[src/rtl/i2s_tx_stereo.sv]
// i2s_tx_stereo: stereo I2S / left-justified slave transmitter.
// Takes L/R samples through a valid/ready handshake into a one-frame holding
// buffer and shifts them MSB-first onto i2s_din, clocked by the codec's
// sclk/lrclk. Slots longer than WIDTH are padded with zeros, and shorter slots
// are truncated. A frame that starts with the buffer empty sends silence and
// pulses underrun.
module i2s_tx_stereo #(
    parameter int WIDTH = 16,   // sample width, 8..32
    parameter int MODE  = 0     // 0 = I2S, 1 = left-justified
) (
    input  logic             CLK,
    input  logic             RSTN,
    input  logic [WIDTH-1:0] IN_L,
    input  logic [WIDTH-1:0] IN_R,
    input  logic             in_valid,
    output logic             in_ready,
    input  logic             i2s_sclk,
    input  logic             i2s_lrclk,
    output logic             i2s_din,
    output logic             i2s_sampled,
    output logic             underrun
);

    // Place a sample at the top of a 32-bit slot word, zero-filled below.
    function automatic logic [31:0] align_msb(input logic [WIDTH-1:0] s);
        logic [31:0] t;
        t = '0;
        t[31 -: WIDTH] = s;
        return t;
    endfunction

    logic [1:0]       sclk_sync, lr_sync;
    logic             sclk_d, lr_q;
    logic             sclk_rise, sclk_fall;
    logic             w;
    logic             buf_full;
    logic [WIDTH-1:0] buf_l, buf_r;
    logic [31:0]      r_hold, shift;
    logic             hold_off;
    logic             din_q, sampled_q, underrun_q;

    logic             eval_edge, word_start, left_word;
    logic             load_left, load_right, shift_en;

    // Synchronise sclk/lrclk and turn the synced sclk into registered edge pulses.
    // NOTE: every clocked block uses non-blocking assignments so all registers
    // update from the values that were present before the edge.
    always_ff @(posedge CLK or negedge RSTN) begin
        if (!RSTN) begin
            sclk_sync <= '0;
            lr_sync   <= '0;
            sclk_d    <= 1'b0;
            lr_q      <= 1'b0;
            sclk_rise <= 1'b0;
            sclk_fall <= 1'b0;
        end else begin
            sclk_sync <= {sclk_sync[0], i2s_sclk};
            lr_sync   <= {lr_sync[0], i2s_lrclk};
            sclk_d    <= sclk_sync[1];
            // lr_q is delayed to line up with the edge pulses it is evaluated with.
            lr_q      <= lr_sync[1];
            sclk_rise <= sclk_sync[1] & ~sclk_d;
            sclk_fall <= ~sclk_sync[1] & sclk_d;
        end
    end

    // Decode word boundaries and the shift strobe from the edge pulses.
    // NOTE: every signal gets a default first so no path leaves it unassigned
    // and no latch is inferred.
    always_comb begin
        eval_edge  = 1'b0;
        word_start = 1'b0;
        left_word  = 1'b0;
        load_left  = 1'b0;
        load_right = 1'b0;
        shift_en   = 1'b0;
        eval_edge  = (MODE == 0) ? sclk_rise : sclk_fall;
        word_start = eval_edge && (lr_q != w);
        left_word  = (MODE == 0) ? ~lr_q : lr_q;
        load_left  = word_start & left_word;
        load_right = word_start & ~left_word;
        // A word start on the same fall takes precedence over shifting.
        shift_en   = sclk_fall & ~word_start;
    end

    // Holding buffer: filled by the handshake, drained by each left-word load.
    // NOTE: the sample registers are reset as well, so that the data path is
    // fully defined straight out of reset.
    always_ff @(posedge CLK or negedge RSTN) begin
        if (!RSTN) begin
            buf_full <= 1'b0;
            buf_l    <= '0;
            buf_r    <= '0;
        end else if (in_valid && in_ready) begin
            buf_full <= 1'b1;
            buf_l    <= IN_L;
            buf_r    <= IN_R;
        end else if (load_left) begin
            buf_full <= 1'b0;
        end
    end

    assign in_ready = ~buf_full;

    // Track the last evaluated lrclk level, and load or shift the slot register.
    always_ff @(posedge CLK or negedge RSTN) begin
        if (!RSTN) begin
            w        <= 1'b0;
            shift    <= '0;
            r_hold   <= '0;
            hold_off <= 1'b0;
        end else begin
            if (eval_edge) begin
                w <= lr_q;
            end
            if (load_left) begin
                shift  <= buf_full ? align_msb(buf_l) : '0;
                r_hold <= buf_full ? align_msb(buf_r) : '0;
            end else if (load_right) begin
                shift <= r_hold;
            end else if (shift_en && !hold_off) begin
                shift <= {shift[30:0], 1'b0};
            end
            // In I2S mode the load happens on a rise, half a bit before the
            // fall that would normally advance the shift. That first fall is
            // skipped so the MSB is held for a full bit time, one sclk after
            // the lrclk edge.
            if (word_start) begin
                hold_off <= (MODE == 0);
            end else if (shift_en) begin
                hold_off <= 1'b0;
            end
        end
    end

    // Register the serial output and the frame-start / underrun pulses.
    always_ff @(posedge CLK or negedge RSTN) begin
        if (!RSTN) begin
            din_q      <= 1'b0;
            sampled_q  <= 1'b0;
            underrun_q <= 1'b0;
        end else begin
            din_q      <= shift[31];
            sampled_q  <= load_left;
            underrun_q <= load_left & ~buf_full;
        end
    end

    assign i2s_din     = din_q;
    assign i2s_sampled = sampled_q;
    assign underrun    = underrun_q;

endmodule

[config.mk]
export PLATFORM = sky130hd
export DESIGN_NAME = i2s_tx_stereo
export DESIGN_NICKNAME = d
export VERILOG_FILES = /design/src/rtl/i2s_tx_stereo.sv
export SDC_FILE = /design/constraint.sdc
export NUM_CORES = 1
export LEC_CHECK = 0
export BUFFER_PORTS_ARGS = -buffer_cell sky130_fd_sc_hd__buf_2
export CAP_MARGIN = 20
export CORE_UTILIZATION = 52
export CTS_CLUSTER_DIAMETER = 30
export CTS_CLUSTER_SIZE = 30
export DETAILED_ROUTE_END_ITERATION = 10
export GPL_TIMING_DRIVEN = 0
export PLACE_DENSITY = 0.85
export SLEW_MARGIN = 25
export SYNTH_ARGS = -nofsm -noshare
export SYNTH_HDL_FRONTEND = slang
export SYNTH_SLANG_ARGS = --single-unit
export TNS_END_PERCENT = 10
[constraint.sdc]
create_clock -name CLK -period 1.2 [get_ports CLK]
set_input_delay 0.12 -clock CLK [delete_from_list [all_inputs] [get_ports CLK]]
set_output_delay 0.12 -clock CLK [all_outputs]
set_load 0.01 [all_outputs]
# After elaboration in Yosys (flattened, before gate mapping)
# Index checks and enable logic that the tools add are counted.
[op_classes] n_eq_ne=1 mux=9 n_bitwise=11 n_reduce_logical=7
[op_table] operator="2-to-1 mux 32 bit" count=5
[op_table] operator="AND 1 bit" count=6
[op_table] operator="NOT 1 bit" count=5
[op_table] operator="2-to-1 mux 1 bit" count=4
[op_table] operator="nonzero test 2 bit" count=2
[op_table] operator="logical AND 1 bit" count=3
[op_table] operator="nonzero test 3 bit" count=1
[op_table] operator="logical NOT 1 bit" count=1
[op_table] operator="!= test 1 bit" count=1
[totals] ff_bits=110 inputBits=37 output_inout_bits=4 wordCells=44

# Longest topological paths before layout
# Gate-level depths: netlist (run 1).
[depth] depth_word=8 depth_mapped=6 mapped_depth_nobuf=4

# Worst setup path before layout (run 1)
# No wires, ideal clock.
[synth_timing] kind="register to register" start="register buf_full" end="register buf_l[0]" setup_time_ns=0.125 t_arrival_ns=1.231 required_time_ns=1.075 setup_slack_ns=-0.156 path_stages_with_launch=6 path_buffers=3 period_less_slack_ns=1.356 path_cell_list="dfrtp_1 buf_2 nor2b_1 buf_2 buf_4 mux2_2"
[synth_via] elab_chain_len=2
[synth_lines] item="start: declaration" line_no="36" text="logic buf_full;"
[synth_lines] item="start signal: assignment" line_no="91" text="buf_full <= 1'b0;"
[synth_lines] item="start signal: assignment" line_no="95" text="buf_full <= 1'b1;"
[synth_lines] item="start signal: assignment" line_no="99" text="buf_full <= 1'b0;"
[synth_lines] item="NOT 1 bit" line_no="103" text="assign in_ready = ~buf_full;"
[synth_lines] item="logical AND 1 bit" line_no="94" text="end else if (in_valid && in_ready) begin"
[synth_lines] item="end signal: assignment" line_no="92" text="buf_l <= '0;"
[synth_lines] item="end signal: assignment" line_no="96" text="buf_l <= IN_L;"
[synth_lines] item="end: declaration" line_no="37" text="logic [WIDTH-1:0] buf_l, buf_r;"
# Every way passes these cells.
# A chain may end at the register's enable or synchronous reset.

# Worst setup path in the final report (run 1)
[layout_timing] start="register sclk_rise, in the netlist eval_edge" end="register shift[28]"
[layout_via] elab_chain_len=5 elab_cells_between_ends=9 cone_classes="2 x mux; 4 x bitwise; 3 x reduce/logical"
[layout_lines] item="start: declaration" line_no="34" text="logic sclk_rise, sclk_fall;"
[layout_lines] item="start signal: assignment" line_no="62" text="sclk_rise <= sclk_sync[1] & ~sclk_d;"
[layout_lines] item="logical AND 1 bit (*)" line_no="78" text="word_start = eval_edge && (lr_q != w);"
[layout_lines] item="NOT 1 bit" line_no="83" text="shift_en = sclk_fall & ~word_start;"
[layout_lines] item="AND 1 bit" line_no="83"
[layout_lines] item="logical AND 1 bit" line_no="121" text="end else if (shift_en && !hold_off) begin"
[layout_lines] item="nonzero test 3 bit (no line)"
[layout_lines] item="end signal: assignment" line_no="117" text="shift <= buf_full ? align_msb(buf_l) : '0;"
[layout_lines] item="end signal: assignment" line_no="120" text="shift <= r_hold;"
[layout_lines] item="end signal: assignment" line_no="122" text="shift <= {shift[30:0], 1'b0};"
[layout_lines] item="end: declaration" line_no="38" text="logic [31:0] r_hold, shift;"
# Every way passes the cells marked *; elsewhere a longest branch is shown, timed or not.

==> reports/qor.yml, run 1 <==
status: "finished with violations"
violations: "negative hold slack, negative setup slack"
grt_overflow: 0
critPathCaptureType: "register"
coreArea_um2: 6061
grt_max_degree: 56
postRouteAntennaNets: 0
drc: 0
drv_cap: 0
total_power_mw: 10.86
viasPerCell: 6.461
hp-start: "IN_R[4]"
r2r_start: "eval_edge"
area_growth_pct: 41.65
die_w_um: 82.08
htree_levels: 3
finalSetupViolCount: 68
crit_family: "buffers and inverters"
rows: 28
crit_required_ns: 1.47
irDropWorstVdd_mv: 1.869
clk_latency_ns: 0.37
arrival_ns: 1.75
slew_headroom_pct: 77.85
cp.buffers_inverters: 3
ios: 41
rsz0062_at_grt: "yes"
dp.cells: 422
finalCritPeriodShare_pct: 123.7
r2r_slack_ns: -0.28
ys_ff_latch: 78
synth-async-reset-ratio_pct: 100.0
powerDensity_nw_per_um2: 2300
ys_seq_area_share_pct: 58.54
cts-root-buf: "clkbuf_8"
gp_congestion: 0.8246
holdCritPathClass: "in -> reg"
initial_core_util_pct: 55.02
worst_slack_ns: -0.2839
p_leak_nw: 2.155
clkSinkCount: 78
dr.pass1.iters: 6
synth-edff-count: 0
cp_cell_sequence: "buf_6 > clkinvlp_4 > o21ai_2 > buf_6 > nor2_1 > a21oi_1"
cts_tree: "done"
crit_slowest_cell: "dfrtp_1"
grt_usage_pct: 26.57
worstSetupStartpointType: "register"
cts_buffers: 9
clock_path_buffers: 2
synth_area_um2: 3334
grt_pass1_vias: 2761
clock.fmax_ghz: 0.6739
grt_pass1_wl_um: 13050
dpl.hpwl_um: 4851
worst_path_most_repeated_cell: "buf_6"
finalMaxSlewViolations: 0
min_to: "buf_r[4]"
syn_inst: 306
syn_nets: 343
die_area_um2: 6736
port_buffers: 40
clkSlewWorstSetupHoldPaths_ns: 0.08
stdcell_count: 479
hold-worst-slack_ns: -0.002996
drtIter0Drc: 531
whs_path_depth: 2
diodes: 0
die_h_um: 82.08
wirelength_um: 11230
final-hold-violation-count: 2
critPathMaxStageDelay_ns: 0.35
ys.warnings.count: 0
critical_path_class: "reg -> reg"
fin_skew_ns: 0.01009
worstMarginPinSlew_ns: 0.3323
finalWorstPathRequiredPeriod_ns: 1.484
rr_worst_depth: 6
drive_gt1_share_pct: 38.37
wl_per_cell_um: 23.44
r2r-end: "shift[28]"
grt_antenna_before_repair: 0
synth_flop_cell: "dfrtp_1"
fin_nets: 436
final_core_util_pct: 77.93
synth.distinct_cells: 28
via_count: 3095
syn_avg_cell_area_um2: 10.90
crit_fanout: 10
[placed cells by master, fill, tap and decap left out, types with 6 or more instances in the layout]
master,instances
a221oi_2,6
mux2_4,30
o21ai_1,17
a22o_1,8
buf_4,11
buf_2,39
nand2b_1,8
buf_6,12
a21oi_1,21
dfrtp_1,77
nand2_1,42
nand3_1,12
dlygate4sd3_1,25
nor2_1,15
o21ai_0,11
clkbuf_8,11
[synth_stat cells (2+ instances only)]
cell	count	area (um^2)
dfrtp_1	78	1952
nand2_1	47	176.4
mux2_2	33	371.6
o21ai_0	30	150.1
a21oi_1	22	110.1
nor2_1	16	60.06
nand3_1	13	65.06
buf_2	10	50.05
a22o_1	8	70.07
buf_4	8	60.06
nand2b_1	8	50.05
a221oi_1	6	52.55
inv_1	5	18.77
nor2b_1	5	31.28
clkbuf_1	3	11.26
o21ai_1	2	10.01
[cell families after synthesis]
logic type / synth area share, %
multiplexers: 11.14
AND/OR/NAND/NOR: 12.35
AO/OA/AOI/OAI: 13.36
buffers and inverters: 4.353
XOR/XNOR: 0.2627
flip-flops: 58.54
[area by class of cell]
| cell class | count | area, um^2 |
|---|---|---|
| inverters | 5 | 22.52 |
| clock inverters | 5 | 106.4 |
| repair buffers | 82 | 686.9 |
| flip-flops and latches | 78 | 1953 |
| plain buffers | 21 | 261.5 |
| clock buffers | 11 | 131.4 |
| fillers | 289 | 1338 |
| well taps | 75 | 93.84 |
| multi-input cells | 202 | 1468 |
[worst max path at each step]
stage | start | end | depth (start not counted)
finish | eval_edge | shift[28] | 6
global placement | RSTN | lr_sync[0] | 1
detailed placement | lr_q | shift[20] | 5
floorplan | buf_full | buf_l[0] | 5
CTS | buf_full | buf_l[0] | 5
global route | eval_edge | shift[28] | 6
[per-layer routing]
metal / track usage [%] / part of all wire [%] / up-vias
met5: 0 / 0 / -
met4: 16.49 / 5.9 / 0
met3: 5.556 / 8.9 / 78
met2: 42.15 / 48 / 276
met1: 33.21 / 37 / 1498
li1: - / - / 1243
[sequential cells by signal (all words and copies together), names as in the netlist, 2 cells and up]
name / flops
buf_l: 16
buf_r: 16
r_hold: 16
shift: 16
lr_sync: 2
sclk_sync: 2
[through the flow]
stage	cell area, um^2	setup TNS (ns)	hold WS [ns]	worst slack, ns
2_1_floorplan	3354	-3.559	-0.1756	-0.1052
3_3_place_gp	3649	-46.84	0.2309	-0.4754
3_5_place_dp	3679	-11.97	0.05072	-0.3100
4_1_cts	4372	-8.326	0.002294	-0.1919
5_1_grt	4723	-12.97	0.006204	-0.3653
6_report	4723	-10.84	-0.002996	-0.2839
[what timing repair did]
action                                  CTS  global route
resized for setup                        57            59
hold endpoints to repair                 42             5
endpoints found under the setup margin   69            69
cloned                                    2             4
pin swaps                                11             9
hold buffers                             20             5
setup buffers                            11             0
[report_power, final]
group	leakage [nW]	switching (mW)	internal, mW
Sequential	0.928	0.922	3.73
Combinational	1.11	1.76	2.03
Clock	0.114	1.03	1.39
Total	2.16	3.71	7.15
Power figures use the tool's default switching activity.
==> inputs of run 2 (changes only) <==
HOLD_SLACK_MARGIN = 0.08   (was default)
==> run 2 against run 1 <==
  * The run ends with negative setup slack left
  * Die area unchanged
  * Critical path depth unchanged
  * Total power increased by 0.95%
  * Sequential cell count unchanged
  * Critical endpoint is now shift[20]
  * Largest power group unchanged
==> reports/qor.yml, run 2 (synthesized netlist as in run 1, its figures left out) <==
die_h_um: 82.08
cts_tree: "done"
clockPowerShare_pct: 22.6
total_power_mw: 10.97
grt_antenna_before_repair: 0
slew_headroom_pct: 77.11
rsz0062_at_grt: "yes"
ios: 41
comb_power_share_pct: 35.0
power.switching_mw: 3.800
htree_levels: 3
area_growth_pct: 46.00
grt_pass1_vias: 2962
finalWorstPathRequiredPeriod_ns: 1.586
fin_skew_ns: 0.01802
wirelength_um: 11620
clkSlewWorstSetupHoldPaths_ns: 0.08
status: "finished with violations"
p_int_mw: 7.165
clkSinkCount: 78
fill_cells: 248
clk_latency_ns: 0.38
worstMarginPinSlew_ns: 0.3398
clock.fmax_ghz: 0.6307
arrival_ns: 1.84
die_area_um2: 6736
via_count: 3114
dr.pass1.iters: 5
p_leak_nw: 2.198
sequentialPowerShare_pct: 42.4
sw_frac_of_total_pct: 34.66
rows: 28
grt_overflow: 0
final-hold-violation-count: 0
irDropWorstVdd_mv: 1.975
diodes: 0
stdcell_count: 492
grt_pass1_wl_um: 14300
cts_buffers: 9
fin_nets: 449
drive_gt1_share_pct: 39.57
coreArea_um2: 6061
drv_cap: 0
critPathCaptureType: "register"
cts-root-buf: "clkbuf_8"
startpoint: "lr_q"
postRouteAntennaNets: 0
finalCritPeriodShare_pct: 132.1
violations: "negative setup slack"
mostFrequentLayoutCell: "dfrtp_1"
crit_required_ns: 1.45
gp_congestion: 0.8246
finalSetupViolCount: 69
r2r_start: "lr_q"
crit_fanout: 10
viasPerCell: 6.329
critical_path_class: "reg -> reg"
port_buffers: 40
final_cell_mix: "77 x dfrtp_1, 40 x nand2_1, 39 x buf_2"
rr_worst_depth: 6
initial_core_util_pct: 55.02
finalMaxSlewViolations: 0
grt_usage_pct: 29.40
fin_setup_tns_ns: -14.05
worstSetupStartpointType: "register"
grt_max_degree: 56
cp-endpoint: "shift[20]"
r2r-end: "shift[20]"
holdCritPathClass: "in -> async"
drtIter0Drc: 477
die_w_um: 82.08
dp.cells: 422
drc: 0
powerDensity_nw_per_um2: 2252
worst_slack_ns: -0.3856
clock_path_buffers: 2
dpl.hpwl_um: 4851
r2r_slack_ns: -0.39
wl_per_cell_um: 23.62
## run 2: how the worst min path moves through the flow
stage / from / end / cells past startpoint
detailed placement: RSTN / shift[25] / 1
CTS: RSTN / shift[25] / 2
global placement: i2s_lrclk / lr_sync[0] / 1
finish: RSTN / shift[25] / 2
global route: RSTN / buf_l[7] / 2
floorplan: RSTN / buf_full / 0
## run 2: what timing repair did
item	CTS	global route
hold buffers	35	0
endpoints found under the setup margin	69	70
buffers inserted	11	1
pin swaps	11	10
hold endpoints to repair	112	0
gates cloned	2	5
gates resized for setup	57	73
## run 2: final cells by class
class / count / area (um^2) / share of cell area (%)
well taps: 75 / 93.84 / 1.928
plain buffers: 22 / 264.0 / 5.423
inverters: 5 / 22.52 / 0.4626
multi-input cells: 202 / 1509 / 30.99
clock inverters: 5 / 106.4 / 2.185
clock buffers: 11 / 131.4 / 2.699
flip-flops and latches: 78 / 1953 / 40.12
repair buffers: 94 / 788.3 / 16.19
## run 2: routing by layer
metal	track usage, %	up-vias	part of all wire (%)
met5	0	-	0
met4	15.61	0	5.5
met1	36.03	1530	38
met3	6.111	69	8.7
li1	-	1267	-
met2	48.76	248	48
## run 2: power groups by stage
stage          combinational [mW]  clock (mW)  sequential (mW)
6_report                     3.84        2.47             4.65
5_1_grt                      4.03        2.56             4.69
4_1_cts                      2.78        2.36             4.42
3_5_place_dp                 2.33           0             4.45
3_3_place_gp                 2.19           0             4.38
2_1_floorplan                1.82           0             4.20
## run 2: critical path, stage by stage (launching register included)
cell and delay [ns]:
dfrtp_2 0.47, buf_6 0.15, buf_8 0.14, nand2_1 0.11, o21ai_0 0.16, a221oi_2 0.31
a21oi_1 0.12
## run 2: through the flow
stage | cell area [um^2] | hold WS, ns | utilization (%) | worst slack [ns]
3_3_place_gp | 3649 | 0.2309 | 60.20 | -0.4754
4_1_cts | 4522 | 0.2229 | 74.61 | -0.1919
5_1_grt | 4868 | 0.2322 | 80.33 | -0.3415
6_report | 4868 | 0.1810 | 80.33 | -0.3856
2_1_floorplan | 3354 | -0.1756 | - | -0.1052
3_5_place_dp | 3679 | 0.05072 | 60.69 | -0.3100
==> inputs of run 3 (changes only) <==
CORE_MARGIN = 2   (was default)
==> run 3 against run 2 <==
  * The flow still finishes with violations (negative setup slack)
  * Critical path depth unchanged
  * Total power up 1.6%
  * Cell count up 0.81%
  * Combinational power increased by 9.6%
  * Sequential power up 2%
  * Largest cell class unchanged
  * Largest power group unchanged
  * Highest routed layer unchanged
==> reports/qor.yml, run 3 (synthesized netlist as in run 1, its figures left out) <==
gp_congestion: 0.8909
drv_cap: 0
grt_pass1_vias: 3010
cts_buffers: 9
critPathMaxStageDelay_ns: 0.47
clkSinkCount: 78
r2r_slack_ns: -0.41
worst_path_most_repeated_cell: "buf_6"
hold-worst-slack_ns: 0.2237
grt_max_degree: 43
worstMarginPinSlew_ns: 0.4714
cts-root-buf: "clkbuf_8"
final_cell_mix: "77 x dfrtp_1, 40 x nand2_1, 39 x buf_2"
dr.pass1.iters: 7
cp.buffers_inverters: 2
drtIter0Drc: 574
grt_overflow: 0
violations: "negative setup slack"
die_h_um: 84.08
wl_per_cell_um: 26.15
fin_skew_ns: 0.02003
finalSetupViolCount: 70
cp_cell_sequence: "buf_6 > buf_6 > nand2_1 > o21ai_0 > a221oi_1 > a21oi_1"
critical_path_class: "reg -> reg"
area_growth_pct: 48.89
mostFrequentLayoutCell: "dfrtp_1"
cts_tree: "done"
finalWorstPathRequiredPeriod_ns: 1.606
rows: 29
viasPerCell: 6.571
dpl.hpwl_um: 4941
grt_pass1_wl_um: 15460
drc: 0
rsz0062_at_grt: "yes"
crit_fanout: 10
clk_latency_ns: 0.38
postRouteAntennaNets: 0
placed_cell_area_um2: 3674
via_count: 3259
status: "finished with violations"
finalMaxSlewViolations: 0
powerDensity_nw_per_um2: 2243
ios: 41
multiInputGateArea_um2: 1577
coreArea_um2: 6277
fin_nets: 451
holdCritPathClass: "in -> async"
crit_slowest_cell: "dfrtp_2"
grt_usage_pct: 28.57
clock_path_buffers: 2
r2r-end: "shift[23]"
diodes: 0
worst_slack_ns: -0.4062
final-hold-violation-count: 0
drive_gt1_share_pct: 42.96
finalCritPeriodShare_pct: 133.8
rr_worst_depth: 6
r2r_start: "lr_q"
crit_family: "compound AO/OA/AOI/OAI gates"
htree_levels: 3
worstSetupStartpointType: "register"
crit_required_ns: 1.43
clkSlewWorstSetupHoldPaths_ns: 0.10
irDropWorstVdd_mv: 1.798
p_leak_nw: 2.230
wirelength_um: 12970
fill_cells: 287
arrival_ns: 1.84
grt_antenna_before_repair: 0
die_area_um2: 7069
slew_headroom_pct: 68.57
clock.fmax_ghz: 0.6226
die_w_um: 84.08
initial_core_util_pct: 53.12
seqCellArea_um2: 1953
port_buffers: 40
final_area_um2: 4965
critPathCaptureType: "register"
run 3: cell types whose count changed in the layout (fill, tap and decap cells not counted), moves of 4 or more:
cell and delta:
nor2_2 +6, nor2_1 -5, a21oi_2 +4, o21ai_1 -4
buf_12 +4, a21oi_1 -4
run 3: per-layer routing:
metal	global-route usage [%]	part of all wire [%]
met3	5.440	10
met1	34.58	35
met5	0	0
met4	13.49	7.3
met2	49.06	47
run 3: worst max path at each step:
stage | start | to | slack, ns | depth (start not counted)
final | lr_q | shift[23] | -0.41 | 6
after global routing | lr_q | shift[23] | -0.39 | 6
after CTS | buf_full | buf_r[13] | -0.19 | 5
after detailed placement | lr_q | shift[24] | -0.34 | 5
after global placement | RSTN | buf_l[3] | -0.46 | 1
after floorplan | buf_full | buf_l[0] | -0.11 | 5
run 3: repair_timing:
item                                   4_1_cts  5_1_grt
endpoints found under the hold margin       70        0
resized for setup                           56      101
setup endpoints to repair                   70       70
setup buffers                                9        4
gates cloned                                 2        6
hold buffers                                35        0
pin swaps                                    6       12
run 3: power breakdown:
group          leakage (nW)  switching [mW]  total, mW  internal [mW]
Combinational          1.19            2.01       4.21           2.20
Clock                 0.111            1.08       2.18           1.10
Sequential            0.928            1.03       4.75           3.72
Total                  2.23            4.12       11.1           7.02
run 3: layout make-up:
type                    count  share of cell area [%]
flip-flops and latches     78                   39.34
well taps                  77                   1.941
multi-input cells         202                   31.75
plain buffers              22                   6.074
clock buffers              11                   3.049
clock inverters             5                   1.310
inverters                   5                  0.5544
repair buffers             96                   15.98
run 3: metrics by stage:
step           TNS (ns)  util (%)  std cells  total power [mW]  setup WS (ns)
5_1_grt          -14.66     79.09        496             11.47        -0.3935
3_3_place_gp     -46.47     58.16        423             6.559        -0.4601
6_report         -12.76     79.09        496             11.14        -0.4062
2_1_floorplan    -3.559         -        306             6.017        -0.1052
3_5_place_dp     -12.84     58.52        424             6.782        -0.3359
4_1_cts          -9.454     71.82        486             9.437        -0.1879
